[src/rtl/axi_io_bridge.sv]
// axi_io_bridge: AXI-lite style request port to a strobe/ready IO bus.
// Requests are registered and held stable for the whole IO transaction.
// Simultaneous read/write requests are arbitrated round-robin.
// Responses are single-cycle pulses.
// Optional feature macro: IO_TIMEOUT_EN enables a bus timeout that forces an
// error completion after TIMEOUT cycles in ISSUE+WAIT.
module axi_io_bridge #(
    parameter int unsigned ADDR_W   = 32,
    parameter int unsigned DATA_W   = 32,
    parameter int unsigned TIMEOUT  = 255,
    parameter logic [31:0] ERR_DATA = 32'hFFFF_FFFF
) (
    input  logic                  clk,
    input  logic                  rst_n,
    // write request / response
    input  logic                  wvalid,
    output logic                  wready,
    input  logic [ADDR_W-1:0]     awaddr,
    input  logic [DATA_W-1:0]     wdata,
    input  logic [DATA_W/8-1:0]   wstrb,
    output logic                  bvalid,
    output logic                  berr,
    // read request / response
    input  logic                  arvalid,
    output logic                  arready,
    input  logic [ADDR_W-1:0]     araddr,
    output logic                  rvalid,
    output logic [DATA_W-1:0]     rdata,
    output logic                  rerr,
    // IO bus
    output logic                  io_addr_strobe,
    output logic                  io_read_strobe,
    output logic                  io_write_strobe,
    output logic [ADDR_W-1:0]     io_addr,
    output logic [DATA_W/8-1:0]   io_byte_enable,
    output logic [DATA_W-1:0]     io_write_data,
    input  logic [DATA_W-1:0]     io_read_data,
    input  logic                  io_ready
);

    localparam int unsigned         STRB_W    = DATA_W / 8;
    localparam logic [DATA_W-1:0]   ERR_RDATA = DATA_W'(ERR_DATA);

    typedef enum logic [1:0] {
        S_IDLE  = 2'd0,
        S_ISSUE = 2'd1,
        S_WAIT  = 2'd2
    } state_t;

    typedef enum logic {
        GRANT_READ  = 1'b0,
        GRANT_WRITE = 1'b1
    } grant_t;

    state_t              state_q, state_d;
    grant_t              last_grant_q, last_grant_d;
    logic                op_write_q, op_write_d;
    logic [ADDR_W-1:0]   io_addr_q, io_addr_d;
    logic [STRB_W-1:0]   io_be_q, io_be_d;
    logic [DATA_W-1:0]   io_wdata_q, io_wdata_d;
    logic                io_rd_stb_q, io_rd_stb_d;
    logic                io_wr_stb_q, io_wr_stb_d;
    logic                io_as_q, io_as_d;
    logic                bvalid_q, bvalid_d;
    logic                rvalid_q, rvalid_d;
    logic                berr_q, berr_d;
    logic                rerr_q, rerr_d;
    logic [DATA_W-1:0]   rdata_q, rdata_d;

    logic                grant_w;
    logic                grant_r;
    logic                timeout_hit;

`ifdef IO_TIMEOUT_EN
    localparam int unsigned       CNT_W   = $clog2(TIMEOUT + 1);
    localparam logic [CNT_W-1:0]  TO_LAST = CNT_W'(TIMEOUT - 1);

    logic [CNT_W-1:0] cnt_q, cnt_d;

    // Transaction age counter: cleared on accept, counts ISSUE and WAIT cycles
    always_comb begin
        cnt_d = cnt_q;
        if (grant_w || grant_r) begin
            cnt_d = '0;
        end else if (state_q == S_ISSUE || state_q == S_WAIT) begin
            cnt_d = cnt_q + 1'b1;
        end
    end

    // Counter register
    always_ff @(posedge clk) begin
        if (!rst_n) begin
            cnt_q <= '0;
        end else begin
            cnt_q <= cnt_d;
        end
    end

    assign timeout_hit = (cnt_q == TO_LAST);
`else
    logic [31:0] unused_timeout_cfg;
    assign unused_timeout_cfg = TIMEOUT;
    assign timeout_hit        = 1'b0;
`endif

    // Round-robin arbitration; only meaningful while IDLE
    always_comb begin
        grant_w = 1'b0;
        grant_r = 1'b0;
        if (state_q == S_IDLE) begin
            if (wvalid && arvalid) begin
                grant_w = (last_grant_q == GRANT_READ);
                grant_r = (last_grant_q == GRANT_WRITE);
            end else begin
                grant_w = wvalid;
                grant_r = arvalid;
            end
        end
    end

    // Next-state and registered-output computation
    always_comb begin
        state_d      = state_q;
        last_grant_d = last_grant_q;
        op_write_d   = op_write_q;
        io_addr_d    = io_addr_q;
        io_be_d      = io_be_q;
        io_wdata_d   = io_wdata_q;
        rdata_d      = rdata_q;
        io_rd_stb_d  = 1'b0;
        io_wr_stb_d  = 1'b0;
        io_as_d      = 1'b0;
        bvalid_d     = 1'b0;
        rvalid_d     = 1'b0;
        berr_d       = 1'b0;
        rerr_d       = 1'b0;

        unique case (state_q)
            S_IDLE: begin
                if (grant_w || grant_r) begin
                    state_d     = S_ISSUE;
                    op_write_d  = grant_w;
                    io_addr_d   = grant_w ? awaddr : araddr;
                    io_be_d     = grant_w ? wstrb : '1;
                    if (grant_w) begin
                        io_wdata_d = wdata;
                    end
                    io_wr_stb_d = grant_w;
                    io_rd_stb_d = grant_r;
                    io_as_d     = 1'b1;
                    if (wvalid && arvalid) begin
                        last_grant_d = grant_w ? GRANT_WRITE : GRANT_READ;
                    end
                end
            end
            S_ISSUE, S_WAIT: begin
                // io_ready on the timeout cycle takes precedence: normal completion
                if (io_ready || timeout_hit) begin
                    state_d  = S_IDLE;
                    bvalid_d = op_write_q;
                    rvalid_d = !op_write_q;
                    berr_d   = op_write_q && !io_ready;
                    rerr_d   = !op_write_q && !io_ready;
                    if (!op_write_q) begin
                        rdata_d = io_ready ? io_read_data : ERR_RDATA;
                    end
                end else begin
                    state_d = S_WAIT;
                end
            end
            default: begin
                state_d = S_IDLE;
            end
        endcase
    end

    // State and output registers, synchronous active-low reset
    always_ff @(posedge clk) begin
        if (!rst_n) begin
            state_q      <= S_IDLE;
            last_grant_q <= GRANT_READ;
            op_write_q   <= 1'b0;
            io_addr_q    <= '0;
            io_be_q      <= '0;
            io_wdata_q   <= '0;
            io_rd_stb_q  <= 1'b0;
            io_wr_stb_q  <= 1'b0;
            io_as_q      <= 1'b0;
            bvalid_q     <= 1'b0;
            rvalid_q     <= 1'b0;
            berr_q       <= 1'b0;
            rerr_q       <= 1'b0;
            rdata_q      <= '0;
        end else begin
            state_q      <= state_d;
            last_grant_q <= last_grant_d;
            op_write_q   <= op_write_d;
            io_addr_q    <= io_addr_d;
            io_be_q      <= io_be_d;
            io_wdata_q   <= io_wdata_d;
            io_rd_stb_q  <= io_rd_stb_d;
            io_wr_stb_q  <= io_wr_stb_d;
            io_as_q      <= io_as_d;
            bvalid_q     <= bvalid_d;
            rvalid_q     <= rvalid_d;
            berr_q       <= berr_d;
            rerr_q       <= rerr_d;
            rdata_q      <= rdata_d;
        end
    end

    assign wready          = grant_w;
    assign arready         = grant_r;
    assign bvalid          = bvalid_q;
    assign berr            = berr_q;
    assign rvalid          = rvalid_q;
    assign rerr            = rerr_q;
    assign rdata           = rdata_q;
    assign io_addr_strobe  = io_as_q;
    assign io_read_strobe  = io_rd_stb_q;
    assign io_write_strobe = io_wr_stb_q;
    assign io_addr         = io_addr_q;
    assign io_byte_enable  = io_be_q;
    assign io_write_data   = io_wdata_q;

endmodule

[config.mk]
export PLATFORM = sky130hd
export DESIGN_NAME = axi_io_bridge
export DESIGN_NICKNAME = d
export VERILOG_FILES = /design/src/rtl/axi_io_bridge.sv
export SDC_FILE = /design/constraint.sdc
export NUM_CORES = 1
export LEC_CHECK = 0
export CORE_MARGIN = 2
export CORE_UTILIZATION = 34
export CTS_BUF_LIST = sky130_fd_sc_hd__clkbuf_4 sky130_fd_sc_hd__clkbuf_8 sky130_fd_sc_hd__clkbuf_16
export DETAILED_ROUTE_END_ITERATION = 16
export HOLD_SLACK_MARGIN = 0.1
export PLACE_DENSITY = 0.76
export REMOVE_ABC_BUFFERS = 1
export SLEW_MARGIN = 25
export SYNTH_ARGS = -nofsm -noshare
export SYNTH_HDL_FRONTEND = slang
export SYNTH_SLANG_ARGS = --single-unit
[constraint.sdc]
create_clock -name clk -period 1.65 [get_ports clk]
set_input_delay 0.33 -clock clk [delete_from_list [all_inputs] [get_ports clk]]
set_output_delay 0.33 -clock clk [all_outputs]
set_load 0.01 [all_outputs]
==> flow_summary.json, run 1 <==
{
  "status": "finished clean",
  "maxCapViolCount": 0,
  "cts.sinks": 111,
  "track_usage": 0.198,
  "wl_per_cell_um": 15.6,
  "pwr-share-seq": 0.450,
  "coreArea_um2": 12100,
  "synthFlopType": "dfxtp_1",
  "clockPowerShare": 0.298,
  "tritoncts": "yes",
  "ant_nets": 0,
  "fin_crit_sh": 0.971,
  "yosysSeqAreaShare": 0.525,
  "hp-class": "reg -> reg",
  "cp-start-kind": "register",
  "dp_hpwl_um": 9700,
  "required_ns": 1.32,
  "p_int_mw": 5.05,
  "syn_inst": 453,
  "final_max_slew_viol_count": 0,
  "fmax_ghz": 0.624,
  "die_x_um": 116,
  "ios": 246,
  "period_needed_ns": 1.60,
  "hold_buffers": 0,
  "netlist-cell-type-count": 35,
  "drc": 0,
  "grt_pass1_vias": 4194,
  "cts_buffers": 9,
  "fin_worst_skew_ns": 0.00342,
  "io_buffers": 245,
  "htree_levels": 3,
  "grt_pass1_wl_um": 20800,
  "drive_gt1_frac": 0.0820,
  "comb_power_share": 0.252,
  "area_growth_pct": 70.2,
  "setup_viol": 0,
  "avgSynthCellArea_um2": 9.34,
  "die_y_um": 116,
  "synthArstFlopShare": 0,
  "antenna_found_initial": 0,
  "totalWireLength_um": 13500,
  "hold_slack_ns": 0.444,
  "clk_pin_slew_ns": 0.07,
  "ys_ff_latch": 111,
  "dr.first_iter.drc_count": 232,
  "routabilityCongestion": 0.799,
  "synthTopCellsByArea": "dfxtp_1, nand2_1, a221o_1",
  "insertedDiodeCount": 0,
  "nNetsFinal": 831,
  "synth-edff-count": 0,
  "rows": 40,
  "synthDominantCellAreaShare": 0.525,
  "dieArea_um2": 13400,
  "synth.most_common_cell": "dfxtp_1",
  "post-route-util": 0.597,
  "finalHoldViolations": 0,
  "synth_top_cells_by_count": "dfxtp_1, nand2_1, o21ai_1",
  "vias": 4224,
  "peakVddDrop_uv": 608,
  "root_buffer": "clkbuf_16",
  "drt_first_pass_iters": 4,
  "netlist_area_um2": 4230,
  "clk_path_buf_depth": 2,
  "tns_ns": 0,
  "cellPowerDensity_nw_per_um2": 944,
  "yosysWarningCount": 0,
  "p_leak_nw": 2.75,
  "setup.worst_path.end_class": "output pin",
  "sw_frac_of_total": 0.258,
  "crit_arrival_ns": 1.27,
  "cp_max_fo": 3,
  "start_util": 0.351,
  "gr-total-overflow": 0,
  "yosys.area.top_type": "dfxtp_1",
  "total_power_mw": 6.80,
  "p_sw_mw": 1.75,
  "viasPerCell": 4.89,
  "path_class": "reg -> out",
  "grt_max_degree": 104,
  "clock_latency_ns": 0.34
}
-- registers in the layout (all words and copies together) (netlist names) --
signal and flops:
berr 1, bvalid 1, io_addr 32, io_addr_strobe 1, io_byte_enable 4, io_read_strobe 1
io_write_data 32, io_write_strobe 1, last_grant_q 1, op_write_q 1, rdata 32, rerr 1
rvalid 1, state_q 2
-- area by class of cell --
type	instances	area (um^2)
clock inverter	1	5.00
multi-input combinational	297	1800
sequential	111	2220
timing repair buffer	269	2680
fill	1064	4860
inverter	3	11.3
tap	168	210
clock buffer	14	269
-- routing by layer --
| layer | part of all wire | global-route usage |
|---|---|---|
| met2 | 0.49 | 0.341 |
| met5 | 0 | 0 |
| met4 | 0.023 | 0.0755 |
| met1 | 0.40 | 0.231 |
| met3 | 0.082 | 0.0591 |
-- layout by cell type, fill, tap and decap left out, types with 4 or more instances in the layout --
cell             instances
clkdlybuf4s50_1        239
dfxtp_1                110
nand2_1                101
o21ai_1                 36
nand4_1                 32
a21boi_0                32
and3_1                  28
a221o_1                 28
buf_4                   17
clkbuf_16                9
and2_1                   6
nand3_1                  5
o221a_2                  4
a32oi_1                  4
clkbuf_4                 4
buf_12                   4
-- metrics by stage --
stage               area [um^2]  setup slack (ns)  std cells
floorplan                  4010            -0.883        411
global placement           6900            -0.521        847
detailed placement         6900            -0.542        847
CTS                        7180            0.0377        863
global route               7200          -0.00384        863
finish                     7200            0.0476        863
-- what timing repair did --
| item | 4_1_cts | 5_1_grt |
|---|---|---|
| cloned | 0 | 0 |
| endpoints found under the setup margin | 71 | 18 |
| pin swaps | 1 | 1 |
| resized for setup | 16 | 5 |
| buffers inserted | 1 | 0 |
-- worst max-delay path: stages, from the launching register on --
cell and delay [ns]:
dfxtp_1 0.43, nand2b_2 0.17, and3_4 0.19, buf_2 0.14
-- power groups by stage --
stage	Combinational, mW	Sequential [mW]	Clock (mW)
floorplan	0.460	3.22	0
global placement	1.67	3.11	0
detailed placement	1.70	3.12	0
CTS	1.72	3.06	2.09
global route	1.85	3.09	2.20
finish	1.71	3.06	2.02
-- kinds of logic after synthesis --
family                   count (synthesis)  synth area share
AND/OR/NAND/NOR                        181             0.210
flip-flops                             111             0.525
AO/OA/AOI/OAI                          109             0.195
buffers and inverters                   46            0.0565
adder cells (fa/ha/maj)                  3           0.00887
other                                    1          0.000886
XOR/XNOR                                 1           0.00207
multiplexers                             1           0.00237
-- path summary, 6_finish.rpt --
path	start	endpoint	slack, ns	cells after the start
max reg2reg	state_q[1]	io_addr[15]	0.09	5
min reg2reg	io_write_data[10]	io_write_data[10]	0.44	2
min	io_write_data[10]	io_write_data[10]	0.44	2
max	last_grant_q	arready	0.05	3
No activity file was read; power rests on OpenSTA's default activity.
==> run 2, diff against run 1 <==
--- a/config.mk
+++ b/config.mk
@@ -6,11 +6,12 @@
 export NUM_CORES = 1
 export LEC_CHECK = 0
 export CORE_MARGIN = 2
-export CORE_UTILIZATION = 34
-export CTS_BUF_LIST = sky130_fd_sc_hd__clkbuf_4 sky130_fd_sc_hd__clkbuf_8 sky130_fd_sc_hd__clkbuf_16
+export CORE_UTILIZATION = 35
+export CTS_BUF_LIST = sky130_fd_sc_hd__clkbuf_4 sky130_fd_sc_hd__clkbuf_8
 export DETAILED_ROUTE_END_ITERATION = 16
+export GPL_TIMING_DRIVEN = 0
 export HOLD_SLACK_MARGIN = 0.1
-export PLACE_DENSITY = 0.76
+export PLACE_DENSITY = 0.78
 export REMOVE_ABC_BUFFERS = 1
 export SLEW_MARGIN = 25
 export SYNTH_ARGS = -nofsm -noshare
==> run 2 against run 1 <==
  * Clock-buffer cell count shrank 4
  * Sequential power is essentially flat
  * Routed wire length grew 12%
  * First-iteration DRC count grew 33%
  * Design area grew 3.2%
  * Critical path depth grew 3
  * Critical endpoint is now wready
  * Largest cell class unchanged
  * Highest routed layer unchanged
==> flow_summary.json, run 2 (synthesis gave the netlist of run 1 again) <==
{
  "dp_hpwl_um": 9370,
  "placed_area_um2": 6750,
  "rows": 40,
  "fin_crit_sh": 0.998,
  "worst_slack_ns": 0.00380,
  "cp-start-kind": "primary input",
  "ios": 246,
  "fmax_ghz": 0.607,
  "viasPerCell": 5.23,
  "status": "finished clean",
  "track_usage": 0.218,
  "vias": 4481,
  "crit_path_start": "arvalid",
  "totalWireLength_um": 15000,
  "gr-total-overflow": 0,
  "total_power_mw": 6.58,
  "fillers": 1003,
  "finalHoldViolations": 0,
  "drt_first_pass_iters": 4,
  "slowest_delay_ns": 0.37,
  "post-route-util": 0.624,
  "wl_per_cell_um": 17.5,
  "grt_max_degree": 86,
  "io_buffers": 245,
  "grt_setup_unrepaired": "yes",
  "dp_slack_ns": -1.66,
  "use_met3": 0.0531,
  "setup.worst_path.end_class": "output pin",
  "crit_slowest_cell": "clkdlybuf4s15_2",
  "clockPowerShare": 0.249,
  "die_x_um": 114,
  "path_cells": "clkdlybuf4s15_2, a21boi_4, buf_16, nand2_8, inv_6, buf_6",
  "comb_power_share": 0.286,
  "seq_area_um2": 2230,
  "antenna_found_initial": 0,
  "pwr-share-seq": 0.465,
  "final_max_slew_viol_count": 0,
  "coreArea_um2": 11900,
  "final_common_cell": "clkdlybuf4s50_1",
  "path_depth": 6,
  "sw_frac_of_total": 0.282,
  "endpoint": "wready",
  "reg2reg_slack_ns": 0.03,
  "clock_latency_ns": 0.37,
  "cts_buffers": 9,
  "multi_input_area_um2": 1920,
  "min_path_cells": 3,
  "cellPowerDensity_nw_per_um2": 885,
  "path_class": "in -> out",
  "final_cell_area_um2": 7430,
  "ant_nets": 0,
  "layout.cells.non_filler": 857,
  "placedCellCount": 807,
  "p_leak_nw": 3.43,
  "dr.first_iter.drc_count": 308,
  "period_needed_ns": 1.65,
  "p_int_mw": 4.73,
  "met2_usage": 0.369,
  "hp-class": "in -> reg",
  "maxCapViolCount": 0,
  "cp_max_fo": 14,
  "area_growth_pct": 75.7,
  "routabilityCongestion": 0.778,
  "reg2reg_from": "state_q[1]",
  "p_sw_mw": 1.85,
  "tritoncts": "yes",
  "nNetsFinal": 845,
  "drc": 0,
  "critPathTopFamily": "buffers and inverters",
  "start_util": 0.355,
  "setup_viol": 0,
  "clk_pin_slew_ns": 0.10,
  "grt-busiest-layer": "met2",
  "root_buffer": "clkbuf_8",
  "r2r-end": "io_addr[13]",
  "clk_path_buf_depth": 2,
  "layout_common_cells": "clkdlybuf4s50_1, dfxtp_1, nand2_1",
  "fin_worst_skew_ns": 0.00898,
  "drive_gt1_frac": 0.113,
  "reg2reg_depth": 6,
  "tns_ns": 0,
  "dieArea_um2": 13000,
  "die_y_um": 114,
  "gr-usage-met1": 0.263,
  "htree_levels": 3,
  "required_ns": 1.32,
  "crit_arrival_ns": 1.32,
  "grt_pass1_vias": 4367,
  "crit_buf_inv": 4,
  "cts.sinks": 111,
  "grt_pass1_wl_um": 22400,
  "insertedDiodeCount": 0,
  "peakVddDrop_uv": 671,
  "hold_slack_ns": 0.365
}
==> run 2: changes by cell type in the layout (fill, tap and decap cells not counted), sizes merged, moves of 3 or more <==
cell | previous run | this run
and2 | 6 | 11
dlymetal6s2s | 1 | 38
clkdlybuf4s50 | 239 | 198
clkbuf | 14 | 10
buf | 27 | 31
and3 | 30 | 33
==> run 2: layer usage <==
metal  vias to the layer above  share of wire
met3                        32          0.066
met5                         -              0
met1                      2138           0.42
li1                       2126              -
met2                       185           0.49
met4                         0          0.029
==> run 2: worst min path at each step <==
stage	startpoint	to
floorplan	op_write_q	bvalid
global placement	io_write_data[8]	io_write_data[8]
detailed placement	io_write_data[20]	io_write_data[20]
CTS	rst_n	io_write_data[5]
global route	rst_n	rdata[17]
finish	rst_n	io_write_data[5]
==> run 2: cell type report <==
class,count,area share
tap,147,0.0247
multi-input combinational,305,0.259
clock inverter,6,0.00808
sequential,111,0.300
timing repair buffer,274,0.387
timing repair inverter,1,0.000505
inverter,3,0.00219
clock buffer,10,0.0185
==> run 2: repair_timing <==
action | 4_1_cts | 5_1_grt
cloned | 5 | 5
gates resized for setup | 44 | 46
setup endpoints to repair | 109 | 69
hold buffers | 0 | 0
pin swaps | 6 | 12
setup buffers | 21 | 3
hold endpoints to repair | 0 | 0
==> run 2: worst reg2reg max path, stage by stage (launching register included) <==
cell and delay (ns):
dfxtp_2 0.35, inv_2 0.05, ha_4 0.18, buf_6 0.14
and2_2 0.24, and3_4 0.22, a221o_1 0.34
==> run 2: power groups by stage <==
stage | Sequential (mW) | Clock (mW) | Combinational (mW)
5_1_grt | 3.09 | 1.81 | 2.01
4_1_cts | 3.06 | 1.69 | 1.84
3_5_place_dp | 3.12 | 0 | 1.62
3_3_place_gp | 3.10 | 0 | 1.55
2_1_floorplan | 3.22 | 0 | 0.460
6_report | 3.06 | 1.64 | 1.88
==> run 3, diff against run 2 <==
--- a/config.mk
+++ b/config.mk
@@ -9,7 +9,6 @@
 export CORE_UTILIZATION = 35
 export CTS_BUF_LIST = sky130_fd_sc_hd__clkbuf_4 sky130_fd_sc_hd__clkbuf_8
 export DETAILED_ROUTE_END_ITERATION = 16
-export GPL_TIMING_DRIVEN = 0
 export HOLD_SLACK_MARGIN = 0.1
 export PLACE_DENSITY = 0.78
 export REMOVE_ABC_BUFFERS = 1
==> run 3 against run 2 <==
  * Non-clock buffer count fell by 2
  * Combinational power fell by 10%
  * Core utilization fell by 1.5 points
  * Fmax rose by 1.9%
  * Critical endpoint is now arready
  * Largest cell class unchanged
==> flow_summary.json, run 3 (synthesis gave the netlist of run 1 again) <==
{
  "status": "finished clean",
  "die_x_um": 114,
  "final_max_slew_viol_count": 0,
  "layout_common_cells": "clkdlybuf4s50_1, dfxtp_1, nand2_1",
  "clk_path_buf_depth": 2,
  "drt_first_pass_iters": 5,
  "layout.cells.non_filler": 846,
  "area_growth_pct": 71.3,
  "grt_pass1_vias": 4363,
  "routabilityCongestion": 0.793,
  "drc": 0,
  "p_leak_nw": 3.54,
  "io_buffers": 245,
  "viasPerCell": 5.06,
  "placed_area_um2": 6880,
  "ant_nets": 0,
  "gr-total-overflow": 0,
  "cp_max_fo": 6,
  "cts_buffers": 9,
  "wl_met3_um": 841,
  "worst_slack_ns": 0.0344,
  "hold_buffers": 0,
  "total_power_mw": 6.33,
  "hp-class": "in -> reg",
  "wl_met2_um": 7010,
  "die_y_um": 114,
  "fin_worst_skew_ns": 0.0113,
  "whs_endpoint": "last_grant_q",
  "dr.first_iter.drc_count": 233,
  "fin_crit_sh": 0.979,
  "grt_setup_unrepaired": "yes",
  "period_needed_ns": 1.62,
  "nNetsFinal": 834,
  "grt_pass1_wl_um": 21100,
  "finalHoldViolations": 0,
  "rows": 40,
  "start_util": 0.355,
  "r2r-end": "io_addr[31]",
  "reg2reg_slack_ns": 0.06,
  "peakVddDrop_uv": 601,
  "grt_max_degree": 106,
  "path_class": "reg -> out",
  "clk_pin_slew_ns": 0.10,
  "final_common_cell": "clkdlybuf4s50_1",
  "cp-start-kind": "register",
  "pwr-share-seq": 0.483,
  "antenna_found_initial": 0,
  "clockPowerShare": 0.250,
  "crit_arrival_ns": 1.29,
  "vias": 4279,
  "placedCellCount": 828,
  "reg2reg_depth": 5,
  "clock_latency_ns": 0.38,
  "slowest_delay_ns": 0.33,
  "min_path_cells": 3,
  "path_cells": "inv_2, ha_4, and3_4, buf_6",
  "fmax_ghz": 0.619,
  "sw_frac_of_total": 0.278,
  "dieArea_um2": 13000,
  "cellPowerDensity_nw_per_um2": 873,
  "top_layer": "met4",
  "insertedDiodeCount": 0,
  "p_sw_mw": 1.76,
  "track_usage": 0.205,
  "required_ns": 1.32,
  "coreArea_um2": 11900,
  "wl_per_cell_um": 16.1,
  "root_buffer": "clkbuf_8",
  "hp-start": "rst_n",
  "ios": 246,
  "drive_gt1_frac": 0.0901,
  "dp_slack_ns": -0.484,
  "setup.worst_path.end_class": "output pin",
  "comb_power_share": 0.268,
  "dp_hpwl_um": 9830,
  "reg2reg_from": "state_q[1]",
  "final_cell_area_um2": 7250,
  "wl_met1_um": 5440,
  "crit_slowest_cell": "dfxtp_2",
  "p_int_mw": 4.57,
  "setup_viol": 0,
  "tns_ns": 0,
  "totalWireLength_um": 13600,
  "maxCapViolCount": 0,
  "cts.sinks": 111,
  "htree_levels": 3,
  "tritoncts": "yes"
}
[run 3: worst max path at each step]
stage,from,to,slack (ns),cells after the start
after detailed placement,wvalid,arready,-0.48,5
after CTS,state_q[1],arready,-0.04,4
after global routing,state_q[1],arready,-0.04,4
after floorplan,last_grant_q,wready,-0.88,3
final,state_q[0],arready,0.03,4
after global placement,wvalid,arready,-0.47,5
[run 3: per-stage QoR]
step | util | hold slack (ns)
after CTS | 0.595 | 0.359
after global placement | 0.578 | 0.434
final | 0.609 | 0.369
after floorplan | - | 0.437
after detailed placement | 0.578 | 0.441
after global routing | 0.609 | 0.400
[run 3: layout make-up]
type | instances | area, um^2
Multi-Input combinational cell | 297 | 1800
Clock buffer | 12 | 165
Tap cell | 147 | 184
Fill cell | 1008 | 4660
Inverter | 3 | 11.3
Timing Repair Buffer | 272 | 2830
Clock inverter | 4 | 28.8
Sequential cell | 111 | 2230
[run 3: repair_timing]
item                       CTS  global route
setup endpoints to repair   44            94
setup buffers                1             1
pin swaps                    1             3
resized for setup           20            60
[run 3: layer usage]
metal | global-route usage | vias up
met4 | 0.0878 | 0
met2 | 0.372 | 153
li1 | - | 2093
met5 | 0 | -
met1 | 0.228 | 2007
met3 | 0.0489 | 26
[run 3: power by group through the flow]
| stage | clock (mW) | combinational [mW] | sequential, mW |
|---|---|---|---|
| floorplan | 0 | 0.460 | 3.22 |
| global placement | 0 | 1.67 | 3.10 |
| detailed placement | 0 | 1.71 | 3.12 |
| CTS | 1.63 | 1.72 | 3.06 |
| global route | 1.74 | 1.82 | 3.08 |
| finish | 1.58 | 1.69 | 3.05 |
[run 3: worst max-delay path: cells and delay by family (launching register included)]
family                     cells  cell delay [ns]
buffers and inverters          2             0.18
and+or+nand+nor                1             0.21
DFF                            1             0.33
adders and majority gates      1             0.18
==> RTL edit 1: new RTL, config.mk and constraints of run 1 <==
Register the output `berr` once more, cleared by the reset; this adds one clock of latency there. The other outputs are not delayed to match.
--- a/src/rtl/axi_io_bridge.sv
+++ b/src/rtl/axi_io_bridge.sv
@@ -212,7 +212,13 @@
     assign wready          = grant_w;
     assign arready         = grant_r;
     assign bvalid          = bvalid_q;
-    assign berr            = berr_q;
+    always_ff @(posedge clk) begin
+        if (!rst_n) begin
+            berr <= '0;
+        end else begin
+            berr <= berr_q;
+        end
+    end
     assign rvalid          = rvalid_q;
     assign rerr            = rerr_q;
     assign rdata           = rdata_q;
Function: same outputs for any inputs over 4 cycles, from zero or initial values and one cycle with rst_n low; that may be too few to reach the edited logic, so the function may still have changed.
==> RTL edit 1 against run 1 <==
- area after synthesis decreased by 0.15%
- wire length about the same
- worst setup slack gained 0.0079 ns
- total power increased by 1.4%
- clock skew up 0.0047 ns
- sequential cell count up 1
- design area up 0.45%
- core utilization up 0.27 points
- critical path type is now register to register
- largest cell class unchanged
- largest power group unchanged
==> RTL edit 1: results (changes against run 1) <==
Run status:
- The run finished with clean final reports.

Drt:
- The routed metal-1 wire length is 5420 um (-0.50%).
- The met3 routed wirelength is 923 um (-16%).
- The wire length reported by the detailed router is 13500 um (about the same).
- The average vias per placed instance is 4.94 (+0.90%).
- The met2 routed wirelength is 6760 um (+2.3%).
- The number of violations reported at the end of detailed-routing iteration 0 was 203 (-13%).

Power and ir drop:
- The clock share of power came to 30.5% (+0.7 points).
- The switching share of total power is 25.8% (about the same).
- The share of power burned in combinational logic is 24.7% (-0.5 points).
- The worst voltage drop across the vdd grid was 0.469 mV (-23%).
- The standby leakage power is 2.78 nW (+1.1%).

Placed design:
- The half-perimeter wire length of the detailed placement result came to 9740 um (+0.39%).
- The pre-CTS worst setup slack is -0.507 ns (+0.0347 ns).
- The instance area at placement is 6910 um^2 (+0.20%).

Timing:
- The final clock period utilization by the worst path is 96.6% (-0.48 points).
- The worst setup skew after layout is 0.00808 ns (+0.00466 ns).

GRT:
- The via count of the first global-routing pass is 4328 (+3.2%).
- The global routing usage on met3 is 5.13% (-0.78 points).
- The met1 demand-to-capacity share in global routing was 21.5% (-1.6 points).
- The all-layer global routing usage is 19.4% (-0.38 points).
- The largest net degree at the start of global routing is 95 (-8.7%).
- The first-pass GRT wire length was 20500 um (-1.7%).

Setup path:
- The number of cell instances on the worst register-to-register path is 6 (+1).
- In this run the critical register-to-register path is launched from state_q[0]$_SDFFE_PN0P_.
- The critical path capture point is io_addr[18]$_SDFFE_PN0P_.
- The largest fanout on the critical path came to 31 (+28).
- The minimum setup slack among reg-to-reg paths is 0.06 ns (-0.03 ns).
- The arrival time at the worst endpoint came to 1.81 ns (+0.54 ns).
- Tracing the worst setup path back leads to its startpoint at state_q[0]$_SDFFE_PN0P_.

Hold path:
- For hold timing, the worst endpoint is state_q[0]$_SDFFE_PN0P_.
- The class of the tightest hold or removal check is input pin to register.
- The source of the worst hold timing path is rst_n.

Cells and area:
- The number of fill cells is 1050 (-1.3%).
- The share of post-route cells with drive strength above 1 is 8.33% (+0.13 points).

CTS:
- The post-CTS resize count is 16 (unchanged).

Logic synthesis:
- In the post-synthesis netlist, the biggest area contributors are sky130_fd_sc_hd__dfxtp_1, sky130_fd_sc_hd__nand2_1, sky130_fd_sc_hd__a221o_1.
- After synthesis, the most frequently instantiated cells are sky130_fd_sc_hd__dfxtp_1, sky130_fd_sc_hd__nand2_1, sky130_fd_sc_hd__and3_1, sky130_fd_sc_hd__nand4_1, sky130_fd_sc_hd__a221o_1.
RTL edit 1: cell count changes in the layout (fill, tap and decap cells not counted), sizes merged:
cell                  run 1  this run
nand2                   101       103
nand3                     5         1
o21ai                    37        32
a221o                    28        30
clkdlybuf4s50           239       240
dlymetal6s2s              1         0
a32oi                     4         2
o22ai                     0         2
nor2b                     1         3
dfxtp                   111       112
and3                     30        32
clkinvlp                  0         1
RTL edit 1: area by class of cell:
type                       instances  area, um^2  share of cell area [%]
timing repair buffer             269        2670                    36.8
multi-input combinational        296        1810                    25.0
clock buffer                      14         282                    3.89
tap                              168         210                    2.91
clock inverter                     2        12.5                   0.173
sequential                       112        2240                    31.0
inverter                           3        11.3                   0.156
RTL edit 1: worst max-delay path, cell delays in order, from the launching register on:
cell	delay (ns)
sky130_fd_sc_hd__dfxtp_2	0.34
sky130_fd_sc_hd__inv_2	0.05
sky130_fd_sc_hd__ha_4	0.18
sky130_fd_sc_hd__and2_1	0.17
sky130_fd_sc_hd__and3_1	0.20
sky130_fd_sc_hd__buf_12	0.17
sky130_fd_sc_hd__a221o_1	0.37
RTL edit 1: cell families after synthesis:
| group | Yosys count | synth area share, % |
|---|---|---|
| other | 1 | 0.0888 |
| adders and majority gates | 3 | 0.888 |
| buffers and inverters | 46 | 5.36 |
| AOI/OAI and AO/OA | 106 | 19.2 |
| DFF | 112 | 53.1 |
| muxes | 1 | 0.237 |
| xor gates and xnor gates | 1 | 0.207 |
| and+or+nand+nor | 182 | 21.0 |
RTL edit 1: per-stage QoR:
step	total power [W]	util (%)	instances	hold slack [ns]
after detailed placement	0.00483	57.3	846	0.423
after CTS	0.00694	59.9	863	0.326
after global routing	0.00721	60.0	864	0.342
after floorplan	0.00370	-	410	0.412
final	0.00690	60.0	864	0.345
after global placement	0.00478	57.2	846	0.415
==> RTL edit 2: new RTL, config.mk and constraints of run 1 <==
Without the edit above. Set the parameter `ADDR_W` to 36 (it was 32).
--- a/src/rtl/axi_io_bridge.sv
+++ b/src/rtl/axi_io_bridge.sv
@@ -5,7 +5,7 @@
 // Optional feature macro: IO_TIMEOUT_EN enables a bus timeout that forces an
 // error completion after TIMEOUT cycles in ISSUE+WAIT.
 module axi_io_bridge #(
-    parameter int unsigned ADDR_W   = 32,
+    parameter int unsigned ADDR_W   = 36,
     parameter int unsigned DATA_W   = 32,
     parameter int unsigned TIMEOUT  = 255,
     parameter logic [31:0] ERR_DATA = 32'hFFFF_FFFF
Interface: changed (resized araddr, awaddr and io_addr); port bits go from 246 to 258. The function was not compared with the original's and may differ.
==> RTL edit 2 against run 1 <==
- sequential share of layout area fell by 2.0 points
- wire length is 9.0% higher
- largest cell class unchanged
- area after synthesis grew 3.2%
- count of clock-buffer cells in the layout up 6
- sequential cell count rose by 4
- design area is 11% higher
- core utilization is 3.8 points higher
- synthesized cell count increased by 3.1%
- total power is 23% higher
- worst setup slack got worse by 0.024 ns
- via count increased by 7.9%
==> RTL edit 2: results (changes against run 1) <==
Cells and area:
- The number of antenna diodes is 0 (unchanged).
- The number of fill cells is 1025 (-3.7%).
- The share of post-route cells with drive strength above 1 is 11.8% (+3.6 points).
- The number of nets in the final layout came to 879 (+5.8%).
- The flip-flop count of the largest register after layout is 36.

Power and ir drop:
- The worst voltage drop across the vdd grid is 0.624 mV (+2.7%).
- The net switching power is 0.00217 W (+24%).
- The standby leakage power is 3.82 nW (+39%).
- The clock share of power is 40.8% (+11 points).
- The combinational gate power is 0.00179 W (+5%).
- The power density over cell area is 1050 nW/um^2 (+11%).

CTS:
- The largest buffer count on any clock path is 2 (unchanged).
- The number of buffers created by CTS was 17 (+8).
- The number of H-tree levels is 4 (+1).
- The post-CTS setup-driven buffer insertion count is 3 (+2).
- The root buffer cell is sky130_fd_sc_hd__clkbuf_16.
- The clock insertion delay at the later pin of the skew report was 0.41 ns (+0.07 ns).
- After clock tree synthesis, the clock-pin slew on the worst setup and hold paths is 0.06 ns.
- The post-CTS resize count is 27 (+11).

Placed design:
- The cell count after placement was 877 (+3.5%).
- The number of port buffers is 257 (+4.9%).
- The pre-CTS worst setup slack is -0.484 ns (+0.0578 ns).
- The routability congestion estimate came to 0.773 (-3.3%).
- The half-perimeter wire length of the detailed placement result is 10300 um (+5.9%).

Logic synthesis:
- The sequential share of the synthesized area is 52.7% (+0.21 points).
- The count of yosys warnings during synthesis is 0 (unchanged).
- The unique cell type count in the Yosys netlist is 34 (-2.9%).
- The gate count after technology mapping is 467 (+3.1%).
- By area the synthesized netlist is led by sky130_fd_sc_hd__dfxtp_1, sky130_fd_sc_hd__nand2_1, sky130_fd_sc_hd__a221o_1.
- For this run, the leading register cell type out of synthesis is sky130_fd_sc_hd__dfxtp_1.
- The proportion of register bits with asynchronous set or reset after synthesis is 0% (unchanged).
- After synthesis, the most frequently instantiated cells are sky130_fd_sc_hd__dfxtp_1, sky130_fd_sc_hd__nand2_1, sky130_fd_sc_hd__and3_1.

GRT:
- The largest net degree at the start of global routing came to 66 (-37%).
- The first-pass GRT wire length is 22900 um (+10%).
- The number of antenna violations at the first check in global routing was 0 (unchanged).
- The via count of the first global-routing pass is 4691 (+12%).
- The all-layer global routing usage is 20.5% (+0.69 points).

Drt:
- The average vias per placed instance is 4.97 (+1.6%).
- The number of search-and-repair iterations in the first detailed-routing pass is 4 (unchanged).
- The vias after detailed routing was 4557 (+7.9%).
- The routed length per placed instance is 16.0 um (+2.7%).
- The number of violations reported at the end of detailed-routing iteration 0 came to 280 (+21%).

Setup path:
- The largest fanout on the critical path came to 32 (+29).
- The number of cell instances on the worst register-to-register path was 8 (+3).

Timing:
- The worst setup skew after layout is 0.0102 ns (+0.00675 ns).

Run status:
- The run finished with clean final reports.

Hold path:
- The number of instances on the worst hold path is 2 (unchanged).
- The worst hold path belongs to the class input pin to register.
-- RTL edit 2: cell count changes after synthesis, moves of 3 or more --
cell                       before  now
sky130_fd_sc_hd__o21ai_1       36    9
sky130_fd_sc_hd__dfxtp_1      111  115
sky130_fd_sc_hd__and2_1         6    3
sky130_fd_sc_hd__buf_4          5    0
sky130_fd_sc_hd__o21ai_0        0   28
sky130_fd_sc_hd__a221o_1       28   31
sky130_fd_sc_hd__clkbuf_1      22   25
sky130_fd_sc_hd__buf_2          8   13
sky130_fd_sc_hd__and3_1        29   33
-- RTL edit 2: stage by stage --
stage	TNS, ns	util [%]	instance area [um^2]
detailed placement	-18.92	57.3	7200
floorplan	-79.60	-	4140
global route	-0.152	63.5	7980
finish	0	63.5	7980
CTS	0	62.0	7800
global placement	-16.31	57.3	7200
-- RTL edit 2: kinds of logic after synthesis --
| family | count (synthesis) | synth area share, % |
|---|---|---|
| other | 1 | 0.0859 |
| DFF | 115 | 52.7 |
| buffers and inverters | 49 | 5.62 |
| xor gates and xnor gates | 1 | 0.201 |
| AOI/OAI and AO/OA | 114 | 19.8 |
| and+or+nand+nor | 183 | 20.5 |
| muxes | 1 | 0.229 |
| adders and majority gates | 3 | 0.860 |
-- RTL edit 2: metal layers --
layer | GRT usage (%) | vias to the layer above | share of wire [%]
li1 | - | 2208 | -
met1 | 22.3 | 2123 | 39
met2 | 36.3 | 192 | 51
met3 | 7.39 | 34 | 7.3
met4 | 7.91 | 0 | 2.5
met5 | 0 | - | 0
-- RTL edit 2: worst max-delay path: stages, from the launching register on --
cell,delay [ns]
sky130_fd_sc_hd__dfxtp_2,0.32
sky130_fd_sc_hd__inv_2,0.08
sky130_fd_sc_hd__ha_4,0.16
sky130_fd_sc_hd__buf_4,0.12
sky130_fd_sc_hd__buf_4,0.13
sky130_fd_sc_hd__o21ai_2,0.07
sky130_fd_sc_hd__buf_12,0.16
sky130_fd_sc_hd__and3_1,0.20
sky130_fd_sc_hd__a221o_1,0.27
-- RTL edit 2: final timing paths --
kind	from	to	slack [ns]
min reg2reg	io_write_data[30]$_SDFFE_PN0P_	io_write_data[30]$_SDFFE_PN0P_	0.45
min	rst_n	last_grant_q$_SDFFE_PN0P_	0.29
max	state_q[0]$_SDFFE_PN0P_	io_addr[22]$_SDFFE_PN0P_	0.02
max reg2reg	state_q[0]$_SDFFE_PN0P_	io_addr[22]$_SDFFE_PN0P_	0.02
-- RTL edit 2: layout make-up --
cell class | count | area share (%)
Clock buffer | 20 | 5.69
Clock inverter | 12 | 1.38
Inverter | 3 | 0.141
Multi-Input combinational cell | 304 | 23.4
Sequential cell | 115 | 28.9
Tap cell | 172 | 2.70
Timing Repair Buffer | 290 | 37.8
